**config.mk**
```make
export PLATFORM = sky130hd
export DESIGN_NAME = key_debounce
export DESIGN_NICKNAME = d
export VERILOG_FILES = /design/src/rtl/key_pkg.sv /design/src/rtl/key_debounce_ch.sv /design/src/rtl/key_debounce.sv
export SDC_FILE = /design/constraint.sdc
export NUM_CORES = 1
export LEC_CHECK = 0
export ABC_CLOCK_PERIOD_IN_PS = 2890
export BUFFER_PORTS_ARGS = -buffer_cell sky130_fd_sc_hd__buf_2
export CAP_MARGIN = 20
export CELL_PAD_IN_SITES_DETAIL_PLACEMENT = 0
export CELL_PAD_IN_SITES_GLOBAL_PLACEMENT = 1
export CORE_ASPECT_RATIO = 2
export CORE_MARGIN = 1.5
export CORE_UTILIZATION = 36
export CTS_CLUSTER_DIAMETER = 150
export DETAILED_ROUTE_END_ITERATION = 12
export HOLD_SLACK_MARGIN = 0.15
export PLACE_DENSITY = 0.76
export SLEW_MARGIN = 0
export SYNTH_ARGS = -nofsm -noshare
export SYNTH_HDL_FRONTEND = slang
export SYNTH_HIERARCHICAL = 1
export SYNTH_SLANG_ARGS = --single-unit
export TNS_END_PERCENT = 100
```
**constraint.sdc**
```tcl
create_clock -name clk -period 2.89 [get_ports clk]
set_clock_uncertainty 0.15 [all_clocks]
set_input_delay 0.7225 -clock clk [delete_from_list [all_inputs] [get_ports clk]]
set_output_delay 0.7225 -clock clk [all_outputs]
set_load 0.01 [all_outputs]
```
**src/rtl/key_pkg.sv**
```systemverilog
// key_pkg -- shared definitions for the key_debounce front end.
//   State encoding for the per-channel debounce FSM, plus helpers that turn
//   millisecond settings into clock-cycle counts and size counters to fit them.
//   No ports (package).
package key_pkg;

   localparam logic [1:0] ST_IDLE_C         = 2'd0;
   localparam logic [1:0] ST_PRESS_WAIT_C   = 2'd1;
   localparam logic [1:0] ST_HELD_C         = 2'd2;
   localparam logic [1:0] ST_RELEASE_WAIT_C = 2'd3;

   typedef enum logic [1:0] {
      IDLE         = ST_IDLE_C,
      PRESS_WAIT   = ST_PRESS_WAIT_C,
      HELD         = ST_HELD_C,
      RELEASE_WAIT = ST_RELEASE_WAIT_C
   } key_state_e;

   function automatic int ms_to_cycles(input int clk_hz, input int ms);
      return (clk_hz / 1000) * ms;
   endfunction

   // Bits needed to hold values 0..max_val (never less than one bit).
   function automatic int cnt_width(input int max_val);
      return (max_val < 1) ? 1 : $clog2(max_val + 1);
   endfunction

endpackage

```
**src/rtl/key_debounce_ch.sv**
```systemverilog
// key_debounce_ch -- one push-button channel.
//   Synchronises an active-low pin, debounces it with a timed counter and
//   produces a clean level, press/release pulses, a toggle LED and, when
//   KEY_LONG_PRESS_EN is defined, a one-shot long-press pulse.
// Ports:
//   clk          system clock
//   rst_n        synchronous reset, active low
//   key_pin      raw pin, 0 = pressed
//   key_level    debounced level, 1 = pressed
//   key_press    1-cycle pulse on accepted press
//   key_release  1-cycle pulse on accepted release
//   led          toggles on every accepted press
//   long_press   1-cycle pulse once per hold of LONG_MAX+1 cycles (0 without macro)
//
// state        | meaning
// IDLE         | level 0, synced input released
// PRESS_WAIT   | level 0, input pressed, counting towards acceptance
// HELD         | level 1, synced input pressed
// RELEASE_WAIT | level 1, input released, counting towards acceptance
module key_debounce_ch
   import key_pkg::*;
#(
   parameter int CNT_MAX     = 4,
   parameter int LONG_MAX    = 19,
   parameter int SYNC_STAGES = 2
) (
   input  logic clk,
   input  logic rst_n,
   input  logic key_pin,
   output logic key_level,
   output logic key_press,
   output logic key_release,
   output logic led,
   output logic long_press
);

   localparam int CW = cnt_width(CNT_MAX);
   localparam logic [CW-1:0] CNT_MAX_C = CW'(CNT_MAX);

   logic [SYNC_STAGES-1:0] sync_q, sync_d;
   logic [CW-1:0]          cnt_q, cnt_d;
   key_state_e             state_q, state_d;
   logic                   level_q, level_d;
   logic                   press_q, press_d;
   logic                   release_q, release_d;
   logic                   led_q, led_d;
   logic                   s;
   logic                   done;

   always_comb begin
      sync_d    = {sync_q[SYNC_STAGES-2:0], key_pin};
      s         = ~sync_q[SYNC_STAGES-1];
      // Counter only runs while the synced input disagrees with the accepted level.
      done      = (s != level_q) && (cnt_q == CNT_MAX_C);
      cnt_d     = ((s == level_q) || done) ? '0 : cnt_q + CW'(1);
      state_d   = state_q;
      case (state_q)
         IDLE:         if (s) state_d = PRESS_WAIT;
         PRESS_WAIT:   if (!s) state_d = IDLE;
                       else if (done) state_d = HELD;
         HELD:         if (!s) state_d = RELEASE_WAIT;
         RELEASE_WAIT: if (s) state_d = HELD;
                       else if (done) state_d = IDLE;
         default:      state_d = IDLE;
      endcase
      level_d   = (state_d == HELD) || (state_d == RELEASE_WAIT);
      press_d   = (state_q == PRESS_WAIT) && (state_d == HELD);
      release_d = (state_q == RELEASE_WAIT) && (state_d == IDLE);
      led_d     = led_q ^ press_d;
   end

   always_ff @(posedge clk) begin
      if (!rst_n) begin
         sync_q    <= '1;
         cnt_q     <= '0;
         state_q   <= IDLE;
         level_q   <= 1'b0;
         press_q   <= 1'b0;
         release_q <= 1'b0;
         led_q     <= 1'b0;
      end else begin
         sync_q    <= sync_d;
         cnt_q     <= cnt_d;
         state_q   <= state_d;
         level_q   <= level_d;
         press_q   <= press_d;
         release_q <= release_d;
         led_q     <= led_d;
      end
   end

   assign key_level   = level_q;
   assign key_press   = press_q;
   assign key_release = release_q;
   assign led         = led_q;

`ifdef KEY_LONG_PRESS_EN
   // One extra code (LONG_MAX+1) marks "already fired" so the pulse is one-shot.
   localparam int HW = cnt_width(LONG_MAX + 1);
   localparam logic [HW-1:0] LONG_MAX_C = HW'(LONG_MAX);
   localparam logic [HW-1:0] LONG_SAT_C = HW'(LONG_MAX + 1);

   logic [HW-1:0] hold_q, hold_d;
   logic          long_q, long_d;

   always_comb begin
      hold_d = '0;
      long_d = 1'b0;
      if (state_q == HELD) begin
         if (hold_q == LONG_MAX_C) begin
            long_d = 1'b1;
            hold_d = LONG_SAT_C;
         end else if (hold_q == LONG_SAT_C) begin
            hold_d = hold_q;
         end else begin
            hold_d = hold_q + HW'(1);
         end
      end
   end

   always_ff @(posedge clk) begin
      if (!rst_n) begin
         hold_q <= '0;
         long_q <= 1'b0;
      end else begin
         hold_q <= hold_d;
         long_q <= long_d;
      end
   end

   assign long_press = long_q;
`else
   assign long_press = 1'b0;
`endif

endmodule

```
**src/rtl/key_debounce.sv**
```systemverilog
// key_debounce -- N-channel push-button front end.
//   Instantiates KEY_NUM independent debounce channels.
//   Optional macro: KEY_LONG_PRESS_EN enables the per-key long_press pulse.
// Ports:
//   clk          system clock
//   rst_n        synchronous reset, active low
//   key          raw key pins, 0 = pressed
//   key_level    debounced level, 1 = pressed
//   key_press    1-cycle pulse on accepted press
//   key_release  1-cycle pulse on accepted release
//   led          per-key toggle, flips on each press
//   long_press   1-cycle pulse once per long hold (0 without KEY_LONG_PRESS_EN)
module key_debounce
   import key_pkg::*;
#(
   parameter int KEY_NUM     = 4,
   parameter int CLK_FREQ_HZ = 50_000_000,
   parameter int DEBOUNCE_MS = 20,
   parameter int SYNC_STAGES = 2,
   parameter int LONG_MS     = 1000
) (
   input  logic               clk,
   input  logic               rst_n,
   input  logic [KEY_NUM-1:0] key,
   output logic [KEY_NUM-1:0] key_level,
   output logic [KEY_NUM-1:0] key_press,
   output logic [KEY_NUM-1:0] key_release,
   output logic [KEY_NUM-1:0] led,
   output logic [KEY_NUM-1:0] long_press
);

   localparam int CNT_MAX  = ms_to_cycles(CLK_FREQ_HZ, DEBOUNCE_MS) - 1;
   localparam int LONG_MAX = ms_to_cycles(CLK_FREQ_HZ, LONG_MS) - 1;

   for (genvar i = 0; i < KEY_NUM; i++) begin : g_ch
      key_debounce_ch #(
         .CNT_MAX     (CNT_MAX),
         .LONG_MAX    (LONG_MAX),
         .SYNC_STAGES (SYNC_STAGES)
      ) u_ch (
         .clk         (clk),
         .rst_n       (rst_n),
         .key_pin     (key[i]),
         .key_level   (key_level[i]),
         .key_press   (key_press[i]),
         .key_release (key_release[i]),
         .led         (led[i]),
         .long_press  (long_press[i])
      );
   end

endmodule

```
==> metrics.md <==
| Metric | Value |
|---|---|
| Drt total wl | 10.1 mm |
| Pint | 0.00228 W |
| Vias per Instance | 5.42 |
| Final Max Tran Viols | 0 |
| Most frequent cell after synthesis | dfxtp_1 |
| # fillers | 1342 |
| Post-route DRC | 0 |
| Worst Path Max Fanout | 8 |
| Top cell type by total area after synthesis | dfxtp_1 |
| Post-synth top cells | dfxtp_1, nor2_1, nand3_1 |
| Initial antenna violation count | 0 |
| Cts bufs inserted | 9 |
| CORE AREA | 0.0134 mm² |
| Antenna diode count | 0 |
| FFs w/ async S/R, synth | 0% |
| WHS | 0.251 ns |
| Yosys top cell area share | 43.9% |
| Kind of critical path | register to register |
| Nets | 594 |
| Final ANT Viol Nets | 0 |
| Setup TNS | 0 ns |
| Reg area | 0.00216 mm² |
| Synth unique cells | 48 |
| Initial core utilization | 36.7% |
| First-pass GRT wire length | 17.8 mm |
| I/O pin count | 26 |
| TritonCTS clock tree | done |
| Minimum clock period | 2.28 ns |
| Clock buffer depth | 2 |
| Final Hold Vio Count | 0 |
| Reg power frac | 52.2% |
| Hpwl dp | 7.50 mm |
| Synth Flop Type | dfxtp_1 |
| Die Y-Extent | 168 µm |
| Clock Sinks | 108 |
| Unrepaired setup endpoints after global routing | no |
| Postcts setup bufs | 0 |
| CTS clk-pin slew, worst paths | 0.07 ns |
| Max VDD drop | 274 µV |
| Layout cell share with drive strength beyond 1 | 10.8% |
| FF-to-FF Start | g_ch[3].u_ch/cnt_q[0] |
| Overall Global Routing Usage | 15.0% |
| RePlAce Congestion | 0.870 |
| Worst setup SP type | register |
| Cell Rows | 60 |
| Crit path DAT | 2.41 ns |
| # port buffers | 21 |
| FF-to-FF setup slack | 0.61 ns |
| Worst reg2reg path depth | 5 |
| Comb pwr share | 5.4% |
| Power Dens Cells | 543 mW/mm² |
| Cell Area, Synth | 0.00493 mm² |
| Cts hold-fix bufs | 0 |
| EDFF count, synth | 0 |
| NetSw | 0.000689 W |
| Tcrit/Tclk final | 79.0% |
| Leakage power | 1.69 nW |
| H-tree depth | 3 |
| Vias in the first global route | 3943 |
| Skew-Pair Late Insertion Delay | 0.35 ns |
| Max_cap viols | 0 |
| Reg2Reg Capture Point | g_ch[3].u_ch/cnt_q[18] |
| Via count | 4009 |
| Die Area | 0.0144 mm² |
| Area Overhead vs Synth | 11.0% |
| Switching share of power | 23.2% |
| Status | completed |
| Register area share after synthesis | 43.9% |
| Hold Crit Class | register to register |
| Crit path capture type | register |
| Synth warn | 6 |
| Area of the multi-input gates | 0.00257 mm² |
| Hold path start | g_ch[1].u_ch/sync_q[0] |
| Routed wire per std cell | 13.6 µm |
| Avg Inst Size Synth | 8.77 µm² |
| Synth area leaders | dfxtp_1, xnor2_1, nor2_1 |
| Post-layout util | 40.7% |
| Syn Inst Count | 562 |
| Hold path depth | 1 |
| Resize count post-CTS | 0 |
| Die width | 85.7 µm |
| Hold EP | g_ch[1].u_ch/sync_q[1] |
| Initial DRC Count | 99 |
| Worst Path Required | 3.02 ns |
| Setup Viol. Count Final | 0 |
| Clock power share | 42.4% |
| Number of synthesized register bits | 108 |
| Global route overflow | 0 |
| DR pass1 iterations | 4 |
| Post-Syn Nets | 576 |
| Clock root cell | clkbuf_16 |
| Largest net degree at the start of global routing | 25 |
| FMAX | 0.438 GHz |
[per-stage QoR]
stage	instance area, µm²	setup WS, ns	cells	total power [W]
final	5470	0.605	740	0.00297
after global placement	5160	0.727	724	0.00174
after global routing	5470	0.458	740	0.00310
after CTS	5470	0.612	740	0.00301
after floorplan	4930	0.823	562	0.00170
after detailed placement	5160	0.636	724	0.00175
[layout make-up]
class                      count  area share (%)
sequential                   108            39.5
clock inverter                 6            1.26
inverter                      24            1.65
clock buffer                  10            4.37
timing repair buffer          27            2.74
multi-input combinational    410            46.9
tap                          155            3.54
[power by group through the flow]
stage	registers [W]	logic, W	clock network [W]
floorplan	0.00158	0.000115	0
global placement	0.00158	0.000161	0
detailed placement	0.00158	0.000163	0
CTS	0.00155	0.000164	0.00129
global route	0.00156	0.000184	0.00136
finish	0.00155	0.000162	0.00126
[layer usage]
metal	vias to the layer above	GRT usage [%]	wire, µm
li1	2042	-	-
met1	1906	15.9	4160
met2	43	28.4	5460
met3	18	2.29	238
met4	0	6.80	242
met5	-	0	0
[kinds of logic after synthesis]
group | synth area share, %
flip-flops | 43.9
AO/OA/AOI/OAI | 10.3
buffers and inverters | 4.04
adder cells (fa/ha/maj) | 2.03
XOR/XNOR | 7.29
AND/OR/NAND/NOR | 32.0
multiplexers | 0.203
other | 0.305
[placed cells by master, fill, tap and decap left out, types with 5 or more instances in the layout]
cell type  instances
dfxtp_1          108
nor2_1            62
nand3_1           34
a21oi_1           30
xnor2_1           29
o21ai_0           25
nand2_1           24
inv_1             24
or3_1             21
buf_2             21
nor3_1            19
nand2b_1          16
or4_1             13
xor2_1            12
nand4_1           11
and3_1            10
nor4_1            10
clkbuf_16          9
o31ai_1            9
ha_1               8
nor2b_1            7
nor4b_1            6
or2_2              6
buf_4              6
or4_4              5
[worst max-delay path: stages, from the launching register on]
cell and delay, ns:
dfxtp_1 0.41, ha_1 0.26, nand2_1 0.14, or4_1 0.64, or4_1 0.44, a21oi_1 0.16
[worst max-delay path by stage]
stage | cells past startpoint | startpoint | end | slack, ns
floorplan | 4 | g_ch[0].u_ch/cnt_q[7] | g_ch[0].u_ch/state_q[1] | 0.82
CTS | 5 | g_ch[3].u_ch/cnt_q[0] | g_ch[3].u_ch/cnt_q[18] | 0.61
global route | 5 | g_ch[3].u_ch/cnt_q[0] | g_ch[3].u_ch/cnt_q[18] | 0.46
global placement | 5 | g_ch[3].u_ch/cnt_q[0] | g_ch[3].u_ch/cnt_q[18] | 0.73
finish | 5 | g_ch[3].u_ch/cnt_q[0] | g_ch[3].u_ch/cnt_q[18] | 0.61
detailed placement | 5 | g_ch[3].u_ch/cnt_q[0] | g_ch[3].u_ch/cnt_q[18] | 0.64
[sequential cells by signal (all words and copies together), names as in the netlist]
register	count
g_ch.u_ch/cnt_q	80
g_ch.u_ch/state_q	8
g_ch.u_ch/sync_q	8
g_ch.u_ch/key_press	4
g_ch.u_ch/key_release	4
g_ch.u_ch/led	4
Power figures use the tool's default switching activity.
